===== config.mk =====
export PLATFORM = sky130hd
export DESIGN_NAME = eic_ahb_slave
export DESIGN_NICKNAME = d
export VERILOG_FILES = /design/src/rtl/eic_pkg.sv /design/src/rtl/eic_ahb_slave.sv
export SDC_FILE = /design/constraint.sdc
export NUM_CORES = 1
export LEC_CHECK = 0
export ABC_AREA = 0
export BUFFER_PORTS_ARGS = -buffer_cell sky130_fd_sc_hd__clkbuf_2
export CORE_ASPECT_RATIO = 0.75
export CORE_MARGIN = 2
export CORE_UTILIZATION = 33
export CTS_BUF_LIST = sky130_fd_sc_hd__clkbuf_8
export DETAILED_ROUTE_END_ITERATION = 7
export PLACE_DENSITY = 0.81
export SYNTH_ARGS = -nofsm -noshare
export SYNTH_HDL_FRONTEND = slang
export SYNTH_SLANG_ARGS = --single-unit
export TNS_END_PERCENT = 5

===== constraint.sdc =====
create_clock -name CLK -period 1.23 [get_ports CLK]
set_input_delay 0.246 -clock CLK [delete_from_list [all_inputs] [get_ports CLK]]
set_output_delay 0.246 -clock CLK [all_outputs]
set_load 0.02 [all_outputs]

===== src/rtl/eic_pkg.sv =====
`default_nettype none
// ============================================================================
// Module   : eic_pkg
// Purpose  : Shared constants for the EIC AHB-Lite slave: register indices,
//            AHB encodings and slave FSM state encoding.
// Revision : 1.0
// ============================================================================
package eic_pkg;

  localparam int EIC_ADDR_WIDTH = 4;
  localparam int EIC_REG_COUNT  = 13;

  localparam logic [EIC_ADDR_WIDTH-1:0] EICR     = 4'd0;
  localparam logic [EIC_ADDR_WIDTH-1:0] EIMSK_0  = 4'd1;
  localparam logic [EIC_ADDR_WIDTH-1:0] EIMSK_1  = 4'd2;
  localparam logic [EIC_ADDR_WIDTH-1:0] EIFR_0   = 4'd3;
  localparam logic [EIC_ADDR_WIDTH-1:0] EIFR_1   = 4'd4;
  localparam logic [EIC_ADDR_WIDTH-1:0] EIFS_0   = 4'd5;
  localparam logic [EIC_ADDR_WIDTH-1:0] EIFS_1   = 4'd6;
  localparam logic [EIC_ADDR_WIDTH-1:0] EIFC_0   = 4'd7;
  localparam logic [EIC_ADDR_WIDTH-1:0] EIFC_1   = 4'd8;
  localparam logic [EIC_ADDR_WIDTH-1:0] EISMSK_0 = 4'd9;
  localparam logic [EIC_ADDR_WIDTH-1:0] EISMSK_1 = 4'd10;
  localparam logic [EIC_ADDR_WIDTH-1:0] EIIPR_0  = 4'd11;
  localparam logic [EIC_ADDR_WIDTH-1:0] EIIPR_1  = 4'd12;

  localparam logic [1:0] HTRANS_IDLE   = 2'b00;
  localparam logic [1:0] HTRANS_BUSY   = 2'b01;
  localparam logic [1:0] HTRANS_NONSEQ = 2'b10;
  localparam logic [1:0] HTRANS_SEQ    = 2'b11;

  localparam logic [2:0] HSIZE_WORD = 3'b010;

  localparam logic HRESP_OKAY  = 1'b0;
  localparam logic HRESP_ERROR = 1'b1;

  localparam logic [2:0] S_IDLE  = 3'd0;
  localparam logic [2:0] S_WRITE = 3'd1;
  localparam logic [2:0] S_READ  = 3'd2;
  localparam logic [2:0] S_RWAIT = 3'd3;
  localparam logic [2:0] S_ERR1  = 3'd4;
  localparam logic [2:0] S_ERR2  = 3'd5;

endpackage
`default_nettype wire


===== src/rtl/eic_ahb_slave.sv =====
`default_nettype none
// ============================================================================
// Module   : eic_ahb_slave
// Purpose  : AHB-Lite slave front end sequencing bus transfers into the EIC
//            register-access port, with optional read wait and ERROR replies.
// Revision : 1.0
// ============================================================================
module eic_ahb_slave #(
  parameter int EIC_ADDR_WIDTH = 4,
  parameter int EIC_REG_COUNT  = 13,
  parameter int READ_WAIT      = 1
) (
  input  logic                      CLK,
  input  logic                      RESET,
  input  logic                      HSEL,
  input  logic [31:0]               HADDR,
  input  logic [1:0]                HTRANS,
  input  logic [2:0]                HSIZE,
  input  logic                      HWRITE,
  input  logic                      HREADY,
  input  logic [31:0]               HWDATA,
  output logic [31:0]               HRDATA,
  output logic                      HREADYOUT,
  output logic                      HRESP,
  output logic [EIC_ADDR_WIDTH-1:0] read_addr,
  input  logic [31:0]               read_data,
  output logic [EIC_ADDR_WIDTH-1:0] write_addr,
  output logic [31:0]               write_data,
  output logic                      write_enable
);

  import eic_pkg::*;

  logic [2:0]                r_state;
  logic [2:0]                w_next_state;
  logic [EIC_ADDR_WIDTH-1:0] r_read_addr;
  logic [EIC_ADDR_WIDTH-1:0] r_write_addr;
  logic [EIC_ADDR_WIDTH-1:0] w_index;
  logic [31:0]               w_index_ext;
  logic                      w_open;
  logic                      w_accept;
  logic                      w_illegal;
  logic                      w_unused;

  assign w_index     = HADDR[EIC_ADDR_WIDTH+1:2];
  assign w_index_ext = {{(32-EIC_ADDR_WIDTH){1'b0}}, w_index};
  assign w_unused    = ^{HADDR[31:EIC_ADDR_WIDTH+2], HTRANS[0]};

  // Only cycles that end a data phase (HREADYOUT high) may take a new address phase.
  assign w_open    = (r_state == S_IDLE) || (r_state == S_WRITE) ||
                     (r_state == S_READ) || (r_state == S_ERR2);
  assign w_accept  = w_open & HSEL & HREADY & HTRANS[1];
  assign w_illegal = (HSIZE != HSIZE_WORD) || (HADDR[1:0] != 2'b00) ||
                     (w_index_ext >= 32'(EIC_REG_COUNT));

  always_comb begin
    w_next_state = S_IDLE;
    case (r_state)
      S_RWAIT: w_next_state = S_READ;
      S_ERR1:  w_next_state = S_ERR2;
      default: begin
        if (w_accept) begin
          if (w_illegal)           w_next_state = S_ERR1;
          else if (HWRITE)         w_next_state = S_WRITE;
          else if (READ_WAIT != 0) w_next_state = S_RWAIT;
          else                     w_next_state = S_READ;
        end
      end
    endcase
  end

  always_ff @(posedge CLK or posedge RESET) begin
    if (RESET) begin
      r_state      <= S_IDLE;
      r_read_addr  <= '0;
      r_write_addr <= '0;
    end else begin
      r_state <= w_next_state;
      if (w_accept) begin
        r_read_addr  <= w_index;
        r_write_addr <= w_index;
      end
    end
  end

  assign HREADYOUT    = (r_state != S_RWAIT) && (r_state != S_ERR1);
  assign HRESP        = ((r_state == S_ERR1) || (r_state == S_ERR2)) ? HRESP_ERROR : HRESP_OKAY;
  assign write_enable = (r_state == S_WRITE);
  assign write_addr   = r_write_addr;
  assign write_data   = HWDATA;
  assign read_addr    = r_read_addr;

  generate
    if (READ_WAIT != 0) begin : g_rdata_reg
      logic [31:0] r_hrdata;
      always_ff @(posedge CLK or posedge RESET) begin
        if (RESET)                   r_hrdata <= '0;
        else if (r_state == S_RWAIT) r_hrdata <= read_data;
      end
      assign HRDATA = r_hrdata;
    end else begin : g_rdata_comb
      assign HRDATA = (r_state == S_READ) ? read_data : '0;
    end
  endgenerate

endmodule
`default_nettype wire


==> out/qor.yml <==
run:
  maxCapViolations: 0
power_and_ir_drop:
  p_leak_uw: 0.00120
  clkPwrFrac_pct: 25.2
  p_comb_share_pct: 30.2
  power_frac_seq_pct: 44.6
  p_int_uw: 2370
  switching_share_pct: 30.6
  power.switching_uw: 1040
  ir_worst_vdd_mv: 0.502
  power_density_nw_per_um2: 1490
clock_tree:
  h-tree-depth: 2
  cts-root-buf: "clkbuf_8"
  insertion_delay_ns: 0.28
  cts_tree: "yes"
  cts.sinks: 39
  clockBufferDepth: 2
  hold_buffers: 0
  cts.clk_slew.worst_paths_ns: 0.07
  numCtsBuffers: 5
routing:
  drc: 0
  via_per_inst: 4.28
  vias: 1159
  routed_wl_microns: 3400
  drt_iter0_markers: 17
  final_antenna_net_count: 0
  dr.pass1.iters: 2
  wl_per_cell_microns: 12.5
synth:
  synth_edf_count: 0
  synthCells: 131
  async_flop_share_pct: 100
  synth.avg_cell_area_sq_um: 14.0
  netlist_top_cells_area: "dfrtp_1, mux2_2, buf_4, clkbuf_8, mux2_4"
  synth_area_leader_cell: "dfrtp_1"
  yosys.area.top_type_share_pct: 53.2
  ys.flop_type: "dfrtp_1"
  ys_ff_latch: 39
  syn_nets: 237
  ys.warnings.count: 0
  yosysSeqAreaShare_pct: 53.2
  ys_types: 19
  syn-cell-area_sq_um: 1830
timing:
  timing.slew.headroom_pct: 83.7
  tns_ns: -1.19
  rsz0062_at_grt: "yes"
  drv_slew: 0
  setup_viol: 21
  tightest_slew_ns: 0.238
  layout_worst_path_cycle_share_pct: 121
  fin_worst_skew_ns: 0.00501
  timing.final.ws_setup_ns: -0.264
  hold_viol: 0
  timing.fmax_mhz: 670
  fin_crit_ns: 1.49
finish:
  final_cells: 271
  syn2layout_area_growth_pct: 24.6
  drive_gt1_share_pct: 75.5
  n_antenna_cell: 0
  nets: 302
die:
  die_w_microns: 90.1
  ios: 181
  chipHeight_microns: 68.5
  die-area_sq_um: 6170
  row_count: 23
  fp.coreArea_sq_um: 5350
  start_util_pct: 34.2
placed_design:
  dp_hpwl_microns: 2580
  place_congestion: 0.668
  portBuffers: 89
  dp_slack_ns: -0.0620
  placed_cells: 261
critical_path:
  cp.required_ns: 0.98
  cp_max_fo: 3
  crit-reg2reg-launch: "r_state[2]"
  path_cells: "nor2b_4, and2b_2, nor2_4, buf_8"
  reg2reg_depth: 4
  critical_path.slowest_cell: "dfrtp_1"
  end_kind: "primary output"
  rrSetupSlack_ns: -0.11
  start_kind: "register"
  reg2reg_to: "r_state[1]"
  cp_top_family: "simple AND/OR/NAND/NOR gates"
  critPathBufInv: 1
  cp.depth: 4
  slowest_delay_ns: 0.40
  worstSetupEndpoint: "HREADYOUT"
  cp.arrival_ns: 1.25
  startpoint: "r_state[2]"
  path_class: "register to primary output"
grt:
  grtUsageMet2_pct: 19.9
  antenna_found_initial: 0
  met1_usage_pct: 12.9
  grt_overflow: 0
  grt_first_pass_wirelength_microns: 5420
  grt_pass1_vias: 1178
  track_usage_pct: 11.3
  top_usage_layer: "met2"
  grt_max_degree: 40
  grtUsageMet3_pct: 4.35
status:
  violations: "setup timing"
  status: "complete, but fails checks"
min_path:
  worst_hold_path_type: "input port to async pin"
-- registers in the layout, summed over array words and instances (netlist names) --
| signal | count |
|---|---|
| r_state | 3 |
| read_addr | 4 |
| HRDATA | 32 |
-- power groups by stage --
stage          Clock, uW  Sequential, uW  Combinational [uW]
2_1_floorplan          0            1680                 627
3_3_place_gp           0            1540                 891
3_5_place_dp           0            1550                 906
4_1_cts              908            1520                1020
5_1_grt              971            1550                1100
6_report             861            1520                1030
-- through the flow --
stage	cell area, sq um	total power (uW)	util, %	hold WS (ns)
2_1_floorplan	1840	2300	-	0.341
3_3_place_gp	2150	2430	40.1	0.295
3_5_place_dp	2150	2460	40.1	0.321
4_1_cts	2280	3450	42.5	0.0104
5_1_grt	2280	3620	42.7	0.0227
6_report	2280	3410	42.7	0.00140
-- layout by cell type (no fill, tap or decap), drive strengths merged, types with 2 or more instances in the layout --
cell type  synthesis  final
buf               36     11
clkbuf             3     92
nor3b              2      2
nor2               2      2
mux2              36     36
inv                2      2
dfrtp             39     39
-- cells in the mapped netlist, types with 2 or more instances --
master    count
dfrtp_1      39
buf_4        36
mux2_2       34
clkbuf_8      3
inv_1         2
mux2_4        2
nor2_1        2
nor3b_1       2
-- worst reg2reg max path: stages, from the launching register on --
cell,delay [ns]
dfrtp_1,0.40
buf_4,0.14
mux2i_1,0.21
nand2_2,0.16
o41ai_2,0.33
-- layer usage --
layer  share of wire [%]  wire length (microns)
met5                   0                      0
met4                0.38                     13
met2                  49                   1680
met3                 8.6                    293
met1                  42                   1410
-- logic make-up after synthesis --
kind of cell           share of synthesized area, %
buffers and inverters                          17.4
flip-flops                                     53.2
multiplexers                                   23.1
AND/OR/NAND/NOR                                4.10
AO/OA/AOI/OAI                                  2.18
-- cell type report --
| cell class | count | area [sq um] |
|---|---|---|
| clock buffer | 6 | 82.6 |
| tap | 75 | 93.8 |
| timing repair buffer | 97 | 562 |
| inverter | 2 | 7.51 |
| sequential | 39 | 977 |
| clock inverter | 1 | 5.00 |
| multi-input combinational | 51 | 557 |
| fill | 544 | 3070 |
-- worst min-delay path by stage --
stage          startpoint      endpoint  slack, ns  cells after the start
5_1_grt             RESET    HRDATA[18]       0.02                      3
3_3_place_gp        RESET    HRDATA[20]       0.29                      3
3_5_place_dp        RESET    HRDATA[18]       0.32                      3
2_1_floorplan      HWRITE    r_state[1]       0.34                      1
6_report            RESET    HRDATA[16]      0.001                      3
4_1_cts             RESET  read_addr[0]       0.01                      3
-- what timing repair did --
action                     in CTS  in global routing
cloned                          0                  0
pin swaps                       1                  0
setup buffers                   2                  1
resized for setup               8                  2
setup endpoints to repair      26                 42
Note: power is estimated with default switching activity, not from simulation.
